<file path="src/rtl/spi_frame_ctrl.sv">
// spi_frame_ctrl: frame-level glue between the SPI byte shifter and the stepgen/IO datapath.
// Readback is snapshotted at frame start; received bytes land in shadows and commit only on full frames.
module spi_frame_ctrl #(
    parameter int PW        = 21,
    parameter int VW        = 12,
    parameter int O         = 9,
    parameter int I         = 13,
    parameter int T         = 4,
    parameter int FRAME_LEN = 20,
    parameter int WDT_BIT   = 6
) (
    input  logic            clk,
    input  logic            rst_n,
    input  logic            ssel_start,
    input  logic            ssel_end,
    input  logic            byte_rx,
    input  logic [7:0]      rx_data,
    input  logic [4*PW-1:0] pos_in,
    input  logic [I-1:0]    din,
    input  logic [15:0]     rpm,
    output logic [7:0]      tx_data,
    output logic [4*VW-1:0] vel,
    output logic [O-1:0]    dout,
    output logic [T-1:0]    dirtime,
    output logic [T-1:0]    steptime,
    output logic [1:0]      tap,
    output logic            spol,
    output logic [7:0]      pwm,
    output logic            commit,
    output logic            wdt_kick,
    output logic            frame_err,
    output logic [7:0]      err_cnt
);

    localparam int         NSHADOW     = 13;
    localparam logic [4:0] CNT_MAX     = 5'd31;
    localparam logic [4:0] FRAME_LEN_C = 5'(FRAME_LEN);

    typedef enum logic [1:0] {S_IDLE, S_RECV, S_COMMIT} state_t;

    state_t          state_q;
    logic [4:0]      byte_cnt_q;
    logic [4:0]      byte_cnt_d;
    logic [4:0]      cnt_inc;
    logic [PW-1:0]   pos_snap_q [4];
    logic [I-1:0]    din_snap_q;
    logic [15:0]     rpm_snap_q;
    logic [7:0]      shadow_q [NSHADOW];
    logic            shadow_we;
    logic            frame_full;
    logic [7:0]      err_cnt_q;
    logic [7:0]      err_cnt_inc;

    logic [4*VW-1:0] vel_q;
    logic [4*VW-1:0] vel_dec;
    logic [O-1:0]    dout_q;
    logic [T-1:0]    dirtime_q;
    logic [T-1:0]    steptime_q;
    logic [1:0]      tap_q;
    logic            spol_q;
    logic [7:0]      pwm_q;
    logic            commit_q;
    logic            wdt_kick_q;
    logic            frame_err_q;

    logic [7:0]      tx_data_d;
    logic [PW-1:0]   tx_pos;

    // Count as it will stand after this cycle, so a byte coinciding with ssel_end still counts.
    assign cnt_inc     = (byte_cnt_q == CNT_MAX) ? CNT_MAX : byte_cnt_q + 5'd1;
    assign byte_cnt_d  = byte_rx ? cnt_inc : byte_cnt_q;
    assign frame_full  = (byte_cnt_d >= FRAME_LEN_C);
    assign shadow_we   = (state_q == S_RECV) && byte_rx && !ssel_start;
    assign err_cnt_inc = (err_cnt_q == 8'hFF) ? 8'hFF : err_cnt_q + 8'd1;

    always_ff @(posedge clk or negedge rst_n) begin
        if (!rst_n) begin
            for (int k = 0; k < NSHADOW; k++) shadow_q[k] <= '0;
        end else if (shadow_we) begin
            for (int k = 0; k < NSHADOW; k++) begin
                if (byte_cnt_q == 5'(k)) shadow_q[k] <= rx_data;
            end
        end
    end

    for (genvar gi = 0; gi < 4; gi++) begin : g_vel
        assign vel_dec[gi*VW +: VW] = {shadow_q[2*gi+1][VW-9:0], shadow_q[2*gi]};
    end

    always_ff @(posedge clk or negedge rst_n) begin
        if (!rst_n) begin
            state_q     <= S_IDLE;
            byte_cnt_q  <= '0;
            for (int k = 0; k < 4; k++) pos_snap_q[k] <= '0;
            din_snap_q  <= '0;
            rpm_snap_q  <= '0;
            err_cnt_q   <= '0;
            vel_q       <= '0;
            dout_q      <= '0;
            dirtime_q   <= '0;
            steptime_q  <= '0;
            tap_q       <= '0;
            spol_q      <= 1'b0;
            pwm_q       <= '0;
            commit_q    <= 1'b0;
            wdt_kick_q  <= 1'b0;
            frame_err_q <= 1'b0;
        end else begin
            commit_q    <= 1'b0;
            wdt_kick_q  <= 1'b0;
            frame_err_q <= 1'b0;
            case (state_q)
                S_IDLE: begin
                    if (ssel_start) begin
                        state_q    <= S_RECV;
                        byte_cnt_q <= '0;
                        for (int k = 0; k < 4; k++) pos_snap_q[k] <= pos_in[k*PW +: PW];
                        din_snap_q <= din;
                        rpm_snap_q <= rpm;
                    end
                end
                S_RECV: begin
                    if (ssel_start) begin
                        // Missed end of the previous frame: drop it and start over.
                        frame_err_q <= 1'b1;
                        err_cnt_q   <= err_cnt_inc;
                        byte_cnt_q  <= '0;
                        for (int k = 0; k < 4; k++) pos_snap_q[k] <= pos_in[k*PW +: PW];
                        din_snap_q  <= din;
                        rpm_snap_q  <= rpm;
                    end else begin
                        byte_cnt_q <= byte_cnt_d;
                        if (ssel_end) begin
                            if (frame_full) begin
                                state_q    <= S_COMMIT;
                                commit_q   <= 1'b1;
                                wdt_kick_q <= shadow_q[9][WDT_BIT];
                            end else begin
                                state_q     <= S_IDLE;
                                frame_err_q <= 1'b1;
                                err_cnt_q   <= err_cnt_inc;
                            end
                        end
                    end
                end
                S_COMMIT: begin
                    state_q    <= S_IDLE;
                    vel_q      <= vel_dec;
                    dout_q     <= {shadow_q[9][O-9:0], shadow_q[8]};
                    spol_q     <= shadow_q[10][7];
                    dirtime_q  <= shadow_q[10][T-1:0];
                    tap_q      <= shadow_q[11][7:6];
                    steptime_q <= shadow_q[11][T-1:0];
                    pwm_q      <= shadow_q[12];
                end
                default: state_q <= S_IDLE;
            endcase
        end
    end

    assign tx_pos = pos_snap_q[byte_cnt_q[3:2]];

    always_comb begin
        tx_data_d = '0;
        if (state_q != S_IDLE) begin
            if (byte_cnt_q >= 5'd20) begin
                tx_data_d = {3'b000, byte_cnt_q};
            end else if (byte_cnt_q >= 5'd16) begin
                case (byte_cnt_q[1:0])
                    2'd0:    tx_data_d = din_snap_q[7:0];
                    2'd1:    tx_data_d = 8'(din_snap_q[I-1:8]);
                    2'd2:    tx_data_d = rpm_snap_q[7:0];
                    default: tx_data_d = rpm_snap_q[15:8];
                endcase
            end else begin
                case (byte_cnt_q[1:0])
                    2'd0:    tx_data_d = tx_pos[7:0];
                    2'd1:    tx_data_d = tx_pos[15:8];
                    2'd2:    tx_data_d = 8'(tx_pos[PW-1:16]);
                    default: tx_data_d = 8'd0;
                endcase
            end
        end
    end

    assign tx_data   = tx_data_d;
    assign vel       = vel_q;
    assign dout      = dout_q;
    assign dirtime   = dirtime_q;
    assign steptime  = steptime_q;
    assign tap       = tap_q;
    assign spol      = spol_q;
    assign pwm       = pwm_q;
    assign commit    = commit_q;
    assign wdt_kick  = wdt_kick_q;
    assign frame_err = frame_err_q;
    assign err_cnt   = err_cnt_q;

endmodule
</file>
<file path="config.mk">
export PLATFORM = sky130hd
export DESIGN_NAME = spi_frame_ctrl
export DESIGN_NICKNAME = d
export VERILOG_FILES = /design/src/rtl/spi_frame_ctrl.sv
export SDC_FILE = /design/constraint.sdc
export NUM_CORES = 1
export LEC_CHECK = 0
export ABC_CLOCK_PERIOD_IN_PS = 2200
export BUFFER_PORTS_ARGS = -buffer_cell sky130_fd_sc_hd__buf_4
export CAP_MARGIN = 30
export CELL_PAD_IN_SITES_DETAIL_PLACEMENT = 0
export CELL_PAD_IN_SITES_GLOBAL_PLACEMENT = 1
export CORE_ASPECT_RATIO = 0.5
export CORE_MARGIN = 10
export CORE_UTILIZATION = 41
export CTS_BUF_LIST = sky130_fd_sc_hd__clkbuf_8
export CTS_CLUSTER_DIAMETER = 80
export CTS_CLUSTER_SIZE = 24
export DETAILED_ROUTE_END_ITERATION = 10
export GPL_ROUTABILITY_DRIVEN = 0
export PLACE_DENSITY_LB_ADDON = 0.1
export SYNTH_ARGS = -nofsm -noshare
export SYNTH_HDL_FRONTEND = slang
export SYNTH_SLANG_ARGS = --single-unit
</file>
<file path="constraint.sdc">
create_clock -name clk -period 2.2 [get_ports clk]
set_clock_uncertainty 0.05 [all_clocks]
set_input_delay 0.22 -clock clk [delete_from_list [all_inputs] [get_ports clk]]
set_output_delay 0.22 -clock clk [all_outputs]
set_load 0.01 [all_outputs]
</file>
======== Word-level counts from Yosys, hierarchy flattened ========
Cells that the tools add are included.
word-level totals
  logic and storage cells ................. 122
  input port bits ......................... 126
  flip-flop bits (word level) ............. 294
  output and inout port bits .............. 95
operators by class
  mux-type cells .......................... 34
  reductions and logical operators ........ 27
  $lt $le $gt $ge ......................... 4
  $add $sub $neg .......................... 2
  bitwise logic cells ..................... 1
  eq/ne operators ......................... 22
operators by type and width
  kind                                                              count
  8-bit two-way mux                                                 7
  8-bit case mux with 3 select lines                                2
  21-bit binary-select mux with 2-bit select                        1
  21-bit two-way mux                                                2
  2-bit AND reduction                                               15
  5-bit by 4-bit == test with 1-bit output (second input constant)  5
  5-bit by 3-bit == test with 1-bit output (second input constant)  4
  5-bit two-way mux                                                 4
  5-bit greater-or-equal comparator (second input constant)         3
  1-bit two-way mux                                                 12
  5-bit by 2-bit == test with 1-bit output (second input constant)  2
  5-bit case mux with 2 select lines                                1
  8-bit by 1-bit adder with 8-bit output (second input constant)    1
  8-bit == test (second input constant)                             1
  2-bit two-way mux                                                 4
  2-bit != test (second input constant)                             4
  3-bit AND reduction                                               2
  2-bit nonzero test                                                3
  5-bit by 1-bit adder with 5-bit output (second input constant)    1
  5-bit by 1-bit == test with 1-bit output (second input constant)  1
  5-bit == test (second input constant)                             1
  5-bit logical NOT                                                 1
  2-bit by 1-bit == test with 1-bit output (second input constant)  2
  2-bit == test (second input constant)                             2
  other kinds (7)                                                   9

======== Longest topological paths before layout ========
Gate-level depths: netlist (run 1).
  word-level depth ........................ 8
  depth in mapped cells ................... 9
  mapped depth without buffers ............ 8

======== Worst setup path after synthesis (run 1) ========
No wires, ideal clock.
  path type ............................... reg-to-reg
  from .................................... register byte_cnt_q[0]
  to ...................................... register shadow_q[0] (netlist name)
  path slack .............................. 0.091 ns
  stages on the path, launching flop included .. 8
  buffers on the path ..................... 1
  arrival time ............................ 1.934 ns
  clock period less this slack ............ 2.109 ns
  library setup time ...................... 0.125 ns
  required time ........................... 2.025 ns
  path through ............................ dfrtp_1 > inv_1 > ha_1 > clkbuf_1 > nor2b_1 > nand3_1 > nor2_2 > mux2_2
between the ends
  cells in the longest elaborated chain, start to end .. 2
RTL lines
  element                                   RTL line  text
  start: declaration                        42        logic [4:0] byte_cnt_q;
  start signal: assignment                  132       byte_cnt_q <= byte_cnt_d;
  5-bit by 4-bit == test with 1-bit output  81        if (byte_cnt_q == 5'(k)) shadow_q[k] <= rx_data;
  2-bit AND reduction (no source line)      n/a
  end signal: indexed assignment            81
  end: declaration                          48        logic [7:0] shadow_q [NSHADOW];
Every way passes these cells.
A chain may end at the register's enable or synchronous reset.

======== Final worst setup path (run 1) ========
  from .................................... register byte_cnt_q[2]
  to ...................................... output tx_data[7]
between the ends
  cells in the longest elaborated chain, start to end .. 8
RTL lines
  element                                                 RTL line  text
  2-bit inverter with 3-bit output (implied by the code)  161       assign tx_pos = pos_snap_q[byte_cnt_q[3:2]];
  21-bit binary-select mux with 2-bit select              161
  21-bit two-way mux (implied by the code) (2 in a row)   161
  8-bit case mux with 3 select lines                      176       case (byte_cnt_q[1:0])
  8-bit two-way mux                                       168       end else if (byte_cnt_q >= 5'd16) begin
  8-bit two-way mux (*)                                   166       if (byte_cnt_q >= 5'd20) begin
  8-bit two-way mux (*)                                   165       if (state_q != S_IDLE) begin
  end: declaration                                        21        output logic [7:0] tx_data,
Every way passes the cells marked *; elsewhere a longest branch is shown, timed or not. The select of a mux whose other input is x is not followed.

==> impl_metrics.toml, run 1 <==
[critical_path]
timing.critical_path.to_type = "primary output"
regToRegEndpoint = "err_cnt[7]"
critPathLaunchType = "flop"
critPathMaxFanout = 9
crit_required_ns = 1.93
arrival_ns = 2.57
reg2regPathDepth = 8
r2r_start = "byte_cnt_q[2]"
crit_type = "reg -> out"
rrSetupSlack_ns = 0

[drt]
drt_iter0_markers = 392
num_vias = 8584
firstDrtPassIters = 5
drtAntennaViolNets = 0
drc = 0
wl_mm = 31.70
wl_per_cell_um = 18.12
vias_per_cell = 4.905

[yosys]
synth.area.mux_share_pct = 18.85
synth_edf_count = 0
synth-adder-area-share_pct = 0.6351
yosys-top-cells-count = "356 x nand2_1, 284 x dfrtp_1, 152 x mux2_2"
synth_top_family_by_area = "multiplexers"
synth_nets = 1139
synthTopCellsByArea = "dfrtp_1 60%, mux2_2 14%, nand2_1 11%, mux4_2 4.0%, clkbuf_1 1.2%"
yosysTopAreaCell = "dfrtp_1"
syn_avg_cell_area_sq_um = 11.74
syn_area_sq_um = 11820
synth_xor_area_share_pct = 0.07410
synth_top_area_share_pct = 60.12
synth.most_common_cell = "nand2_1"
ys_types = 47
syn-instance-count = 1007
ys_seq_area_share_pct = 60.12
yosys_warnings = 0
synth_compound_area_share_pct = 3.546
synthFlopType = "dfrtp_1"
synthSimpleGateAreaFrac_pct = 14.52
ys_ff_latch = 284
synthArstFlopShare_pct = 100.0

[pwr]
power.density_nw_per_um2 = 612.6
irDropWorstVdd_uv = 341.9
power.leakage_nw = 8.154

[global_routing]
grt_pass1_vias = 9379
grtUsageTotal_pct = 17.54
antenna_found_initial = 1
grt_pass1_wl_mm = 51.59
grt_max_degree = 72
gr-total-overflow = 0

[sta]
post-route-period-util_pct = 129.0
tightest_slew_ns = 0.5963
fmax_mhz = 352.3
tns_ns = -4.730
setup_slack_ns = -0.6387
setup_violations = 8
finalCriticalPeriod_ns = 2.839
slew_violations = 0
slew_headroom_pct = 60.25
hold_viol = 0
rsz0062_at_grt = "true"

[floorplan]
initial_core_util_pct = 42.17
io_pins = 221
core-area_sq_um = 28030
die_y_um = 140.1
die_x_um = 260.1
rows = 43
dieArea_sq_um = 36430

[clocking]
clock-sinks = 284
cts_tree = "built"
clock_path_buffers = 3
cts_buffers = 15
clkTransAtPathRegs_ns = 0.15
clock_latency_ns = 0.56
clock-root-buffer = "clkbuf_8"
h-tree-depth = 1

[layout]
postLayoutCellArea_sq_um = 15870
syn_to_final_growth_pct = 34.25
drive_gt1_share_pct = 36.02
fin_nets = 1497

[placement]
port-buffer-count = 220
dpl_cell_area_sq_um = 14170
hpwlAfterDp_mm = 22.70

[run]
maxCapViolations = 0

[run_status]
status = "finished, violations left"
violations = "negative setup slack"

[worst_hold_path]
min_path_type = "in -> async"
[what timing repair did]
item                                    in CTS  in global routing
endpoints found under the setup margin      12                 32
gates resized for setup                      9                 14
hold buffers                               125                  0
buffers inserted                             7                  4
endpoints found under the hold margin      246                  0
pin swaps                                    7                 10
[how the worst max path moves through the flow]
stage,from,end,slack (ns)
after global placement,byte_cnt_q[2],tx_data[5],-0.09
after global routing,byte_cnt_q[2],tx_data[0],-0.80
after CTS,byte_cnt_q[2],tx_data[1],-0.67
after floorplan,byte_cnt_q[0],shadow_q[0],0.09
after detailed placement,byte_cnt_q[2],tx_data[1],-0.09
final,byte_cnt_q[2],tx_data[7],-0.64
[cell usage in the layout, fill, tap and decap left out, drive strengths merged, types with 9 or more instances in the layout]
cell type / instances
mux2: 155
nor2: 20
dfrtp: 284
a222oi: 9
buf: 272
dlygate4sd3: 125
o21ai: 9
clkbuf: 15
a21oi: 16
nand2: 360
mux4: 21
[registers in the layout, indices dropped and copies added, names as in the netlist, 8 cells and up]
name and cells:
pwm 8, err_cnt 8, pos_snap_q 84, din_snap_q 13, dout 9, rpm_snap_q 16
vel 48, shadow_q 77
[power breakdown]
part           internal (W)  total (W)  switching (W)  leakage, nW
logic              0.000825    0.00155       0.000720         4.32
clock network      0.000758    0.00232        0.00157        0.127
registers           0.00559    0.00585       0.000267         3.70
total               0.00717    0.00972        0.00255         8.15
[through the flow]
stage	instances	worst slack (ns)	power (W)	util (%)	hold WS, ns
2_1_floorplan	1007	0.09077	0.006544	-	-0.1256
5_1_grt	1749	-0.8013	0.01024	56.60	0.2080
6_report	1750	-0.6387	0.009722	56.61	0.1596
3_3_place_gp	1595	-0.09181	0.007268	50.56	0.1780
3_5_place_dp	1595	-0.08722	0.007305	50.56	0.1821
4_1_cts	1744	-0.6687	0.009833	56.30	0.1628
[metal layers]
| metal | share of wire, % | vias up | track usage, % |
|---|---|---|---|
| li1 | - | 4090 | - |
| met1 | 43 | 4302 | 21.98 |
| met2 | 52 | 153 | 31.18 |
| met3 | 3.7 | 39 | 3.102 |
| met4 | 1.9 | 0 | 3.591 |
| met5 | 0 | - | 0 |
[critical path, cell delays in order, from the launching register on]
cell,delay [ns]
dfrtp_2,0.44
buf_4,0.13
buf_4,0.17
mux4_2,0.52
a221oi_2,0.29
a211oi_1,0.08
a31oi_1,0.16
nor2_1,0.06
buf_4,0.14
[layout make-up]
cell class              count  area [sq um]
clock inverters             3         41.29
clock buffers              15         206.4
well taps                 382         478.0
diodes                      2         5.005
repair buffers            397          3453
inverters                   4         15.01
multi-input cells         663          4562
flip-flops and latches    284          7108
fillers                  2426         12160
[kinds of logic (layout without fill, tap and decap cells)]
| logic type | after synthesis | in the layout |
|---|---|---|
| other | 0 | 2 |
| and+or+nand+nor | 419 | 419 |
| AOI/OAI and AO/OA | 60 | 60 |
| adders and majority gates | 6 | 6 |
| muxes | 177 | 177 |
| xor gates and xnor gates | 1 | 1 |
| DFF | 284 | 284 |
| buffers and inverters | 60 | 419 |
No activity file was read; power rests on OpenSTA's default activity.
==> inputs of run 2 (changes only) <==
Settings changed: PLACE_DENSITY from default to 0.81, PLACE_DENSITY_LB_ADDON 0.1 to default.
==> run 2 against run 1 <==
Against the previous run:
- the run still ends with negative setup slack left
- power decreased by 0.62%
- routed wire length increased by 1.9%
- fmax increased by 0.86%
- setup slack improved by 0.024 ns
- critical path depth unchanged
- via count increased by 1.6%
- worst hold slack got worse by 0.12 ns
- critical endpoint is now tx_data[5]
- largest power group unchanged
- highest routed layer unchanged
==> impl_metrics.toml, run 2 (synthesized netlist as in run 1, its figures left out) <==
[run_status]
status = "finished, violations left"
violations = "negative setup slack"

[sta]
hold_ws_ns = 0.04255
rsz0062_at_grt = "true"
tightest_slew_ns = 0.5313
setup_slack_ns = -0.6145
hold_viol = 0
setup_violations = 8
slew_headroom_pct = 64.58
post-route-period-util_pct = 127.9
slew_violations = 0
finalCriticalPeriod_ns = 2.814
fmax_mhz = 355.3
tns_ns = -4.612

[layout]
drive_gt1_share_pct = 35.22
fillers = 2328
top_register = "pos_snap_q"
largest_register_ffs = 84
instances_no_fill = 1744
final_cell_mix = "356 x nand2_1, 283 x dfrtp_1, 250 x buf_4"
final_common_cell = "nand2_1"
fin_nets = 1490
postLayoutCellArea_sq_um = 15790
syn_to_final_growth_pct = 33.56

[worst_hold_path]
min_path_type = "in -> async"

[pwr]
irDropWorstVdd_uv = 343.4
p_comb_share_pct = 16.0
power_w = 0.009662
seq_power_share_pct = 60.5
power_switching_w = 0.002549
clockPowerShare_pct = 23.4
power.leakage_nw = 8.108
switching_share_pct = 26.38
internal_power_w = 0.007113
power.density_nw_per_um2 = 612.0

[clocking]
clock-sinks = 284
cts_tree = "built"
clock_latency_ns = 0.55
clock-root-buffer = "clkbuf_8"
clock_path_buffers = 3
h-tree-depth = 1
cts_buffers = 15
clkTransAtPathRegs_ns = 0.15

[critical_path]
critPathBufInv = 3
startpoint = "byte_cnt_q[2]"
regToRegEndpoint = "err_cnt[7]"
cp_num_cells = 8
crit_type = "reg -> out"
crit_required_ns = 1.93
cp_cell_sequence = "buf_12 -> buf_4 -> mux4_2 -> a221oi_4 -> a211oi_1 -> a31oi_1 -> nor2_1 -> buf_4"
endpoint = "tx_data[5]"
critPathMaxFanout = 13
r2r_start = "byte_cnt_q[2]"
reg2regPathDepth = 8
timing.critical_path.to_type = "primary output"
crit_path_max_incr_delay_ns = 0.52
arrival_ns = 2.54
rrSetupSlack_ns = 0.11
crit_top_cell = "buf_4"
critical-path-top-delay-family = "compound AO/OA/AOI/OAI gates"
critPathLaunchType = "flop"
crit_path_top_delay_cell = "mux4_2"

[global_routing]
grt_pass1_vias = 9327
gr-total-overflow = 0
grt_pass1_wl_mm = 51.71
antenna_found_initial = 2
grtUsageTotal_pct = 17.54
grt_max_degree = 77

[drt]
drt_iter0_markers = 627
vias_per_cell = 5.001
drc = 0
drtAntennaViolNets = 0
wl_mm = 32.31
wl_per_cell_um = 18.53
firstDrtPassIters = 6
num_vias = 8721

[placement]
dpl_cell_area_sq_um = 14150
port-buffer-count = 220
dp_cells = 1591
hpwlAfterDp_mm = 22.83

[floorplan]
rows = 43
io_pins = 221
core-area_sq_um = 28030
initial_core_util_pct = 42.17
die_x_um = 260.1
die_y_um = 140.1
dieArea_sq_um = 36430

[run]
maxCapViolations = 0
## run 2: cell types whose count changed in the layout (fill, tap and decap cells not counted), sizes merged
cell and delta:
clkbuf +2, buf -7, bufinv -1
## run 2: routing by layer
layer / up-vias / global-route usage, % / part of all wire [%]
li1: 4088 / - / -
met1: 4396 / 20.91 / 40
met2: 173 / 31.39 / 53
met3: 64 / 3.299 / 3.9
met4: 0 / 5.752 / 3.1
met5: - / 0 / 0
## run 2: final cells by class
cell class | instances | area [sq um] | share of cell area [%]
antenna | 2 | 5.005 | 0.03170
clock buffer | 17 | 234.0 | 1.482
clock inverter | 2 | 11.26 | 0.07133
inverter | 4 | 15.01 | 0.09511
multi-input combinational | 663 | 4521 | 28.64
sequential | 284 | 7108 | 45.03
tap | 382 | 478.0 | 3.028
timing repair buffer | 390 | 3415 | 21.63
## run 2: worst min path at each step
stage,slack [ns],cells past startpoint,startpoint,to
after floorplan,-0.13,0,rst_n,byte_cnt_q[0]
after global placement,0.05,1,rst_n,pos_snap_q[78]
after detailed placement,0.06,1,rst_n,pos_snap_q[78]
after CTS,0.04,2,rst_n,pos_snap_q[70]
after global routing,0.04,2,rst_n,pos_snap_q[8]
final,0.04,2,rst_n,pos_snap_q[77]
## run 2: through the flow
stage	setup slack [ns]	utilization, %
after CTS	-0.6555	56.13
after detailed placement	-0.09231	50.49
after global routing	-0.7659	56.32
final	-0.6145	56.32
after floorplan	0.09077	-
after global placement	-0.07970	50.49
## run 2: power by group through the flow
stage / clock network (W) / logic (W) / registers (W)
3_5_place_dp: 0 / 0.00135 / 0.00595
6_report: 0.00226 / 0.00155 / 0.00585
4_1_cts: 0.00236 / 0.00156 / 0.00585
2_1_floorplan: 0 / 0.000657 / 0.00589
3_3_place_gp: 0 / 0.00132 / 0.00593
5_1_grt: 0.00255 / 0.00171 / 0.00590
## run 2: repair_timing
item,CTS,global route
pin swaps,1,2
setup endpoints to repair,16,21
buffers inserted,3,4
endpoints found under the hold margin,458,0
gates resized for setup,6,6
hold buffers,125,0
==> inputs of run 3 (changes only) <==
Settings changed: PLACE_DENSITY 0.81 to default, PLACE_DENSITY_LB_ADDON from default to 0.08.
==> run 3 against run 2 <==
Against the previous run:
- the flow still finishes with violations (negative setup slack)
- non-clock buffer count increased by 2
- global-route usage shrank 0.22 points
- first-iteration DRC count fell by 37%
- sequential share of layout area down 0.054 points
- utilization is 0.067 points higher
- routed wire length decreased by 1.2%
- sequential power about the same
- fmax fell by 0.52%
- cell area is 0.12% higher
- largest cell class unchanged
- largest power group unchanged
==> impl_metrics.toml, run 3 (synthesized netlist as in run 1, its figures left out) <==
[run_status]
status = "finished, violations left"
violations = "negative setup slack"

[layout]
final_common_cell = "nand2_1"
drive_gt1_share_pct = 35.90
fin_nets = 1492
fillers = 2476
fin_util_pct = 56.39
multi_input_area_sq_um = 4566
final_cell_mix = "353 x nand2_1, 283 x dfrtp_1, 253 x buf_4"
largest_register_ffs = 84
syn_to_final_growth_pct = 33.71
postLayoutCellArea_sq_um = 15810
ff_latch_area_sq_um = 7108
top_register = "pos_snap_q"

[global_routing]
grt_pass1_wl_mm = 50.92
grtUsageTotal_pct = 17.32
gr-total-overflow = 0
grt_max_degree = 116
antenna_found_initial = 1
grt_pass1_vias = 9228

[critical_path]
critPathMaxFanout = 7
crit_required_ns = 1.93
timing.critical_path.to_type = "primary output"
startpoint = "byte_cnt_q[2]"
critPathLaunchType = "flop"
crit_path_top_delay_cell = "dfrtp_2"
crit_top_cell = "buf_4"
r2r_start = "byte_cnt_q[2]"
crit_type = "reg -> out"
cp_cell_sequence = "buf_4 -> mux4_2 -> a222oi_1 -> nor3_1 -> a21oi_1 -> nor2_1 -> buf_4"
crit_path_max_incr_delay_ns = 0.49
arrival_ns = 2.56

[floorplan]
rows = 43
die_x_um = 260.1
core-area_sq_um = 28030
dieArea_sq_um = 36430
io_pins = 221
die_y_um = 140.1
initial_core_util_pct = 42.17

[sta]
tns_ns = -4.895
slew_violations = 0
setup_slack_ns = -0.6293
fmax_mhz = 353.4
post-route-period-util_pct = 128.6
hold_viol = 0
tightest_slew_ns = 0.5447
hold_ws_ns = 0.05275
setup_violations = 10
slew_headroom_pct = 63.55
finalCriticalPeriod_ns = 2.829
rsz0062_at_grt = "true"

[pwr]
power.density_nw_per_um2 = 608.3
power_switching_w = 0.002553
irDropWorstVdd_uv = 385.3
switching_share_pct = 26.55
p_comb_share_pct = 16.2
internal_power_w = 0.007062
power.leakage_nw = 8.141
clockPowerShare_pct = 23.0
seq_power_share_pct = 60.8

[drt]
wl_mm = 31.93
drt_iter0_markers = 393
firstDrtPassIters = 6
drc = 0
wl_per_cell_um = 18.30
num_vias = 8616
vias_per_cell = 4.938
drtAntennaViolNets = 0

[clocking]
cts_buffers = 15
cts_tree = "built"
clock_latency_ns = 0.56
clock-root-buffer = "clkbuf_8"
clock_path_buffers = 3
clock-sinks = 284
h-tree-depth = 1
clkTransAtPathRegs_ns = 0.15

[worst_hold_path]
min_from = "rx_data[2]"
min_path_type = "in -> reg"

[run]
maxCapViolations = 0

[placement]
port-buffer-count = 220
dpl_cell_area_sq_um = 14120
hpwlAfterDp_mm = 22.19
## run 3: final cells by class
class / instances / share of cell area (%)
inverters: 4 / 0.09500
diodes: 1 / 0.01583
clock inverters: 4 / 0.1267
flip-flops and latches: 284 / 44.97
multi-input cells: 663 / 28.89
well taps: 382 / 3.024
clock buffers: 15 / 1.306
repair buffers: 392 / 21.57
## run 3: worst max-delay path, delay by kind of cell (launching register included)
kind | cells | cell delay, ns
mux | 1 | 0.48
buf+inv | 2 | 0.33
flops | 1 | 0.49
simple gates | 2 | 0.19
compound gates | 2 | 0.51
## run 3: repair_timing
| item | CTS | global route |
|---|---|---|
| gates cloned | 0 | 0 |
| hold buffers | 124 | 0 |
| endpoints found under the setup margin | 8 | 31 |
| hold endpoints to repair | 446 | 0 |
| setup buffers | 2 | 12 |
| pin swaps | 4 | 16 |
| gates resized for setup | 3 | 23 |
## run 3: metal layers
layer  track usage, %  wire length [um]  share of wire [%]
met5                0                 0                  0
met4            3.439               615                1.9
met3            3.263              1305                4.1
met2            31.38             16740                 52
met1            21.16             13270                 42
## run 3: path summary, 6_finish.rpt
| path | end | slack (ns) | cells after the start |
|---|---|---|---|
| max | tx_data[1] | -0.63 | 7 |
| min | shadow_q[42] | 0.05 | 2 |
| max reg2reg | err_cnt[7] | -0.09 | 9 |
| min reg2reg | pos_snap_q[10] | 0.44 | 2 |
| max in group asynchronous | vel[36] | 1.27 | 3 |
| min in group asynchronous | vel[27] | 0.10 | 2 |
## run 3: power by group through the flow
stage                     logic, W  clock network [W]  registers, W
after floorplan           0.000657                  0       0.00589
after global placement     0.00132                  0       0.00594
after detailed placement   0.00134                  0       0.00595
after CTS                  0.00153            0.00232       0.00585
after global routing       0.00173            0.00248       0.00590
final                      0.00156            0.00221       0.00585
## run 3: per-stage QoR
| stage | cells | worst slack [ns] | power (W) |
|---|---|---|---|
| after floorplan | 1007 | 0.09077 | 0.006544 |
| after global placement | 1587 | -0.08120 | 0.007257 |
| after detailed placement | 1587 | -0.07648 | 0.007296 |
| after CTS | 1732 | -0.6955 | 0.009706 |
| after global routing | 1745 | -0.7691 | 0.01011 |
| final | 1745 | -0.6293 | 0.009615 |
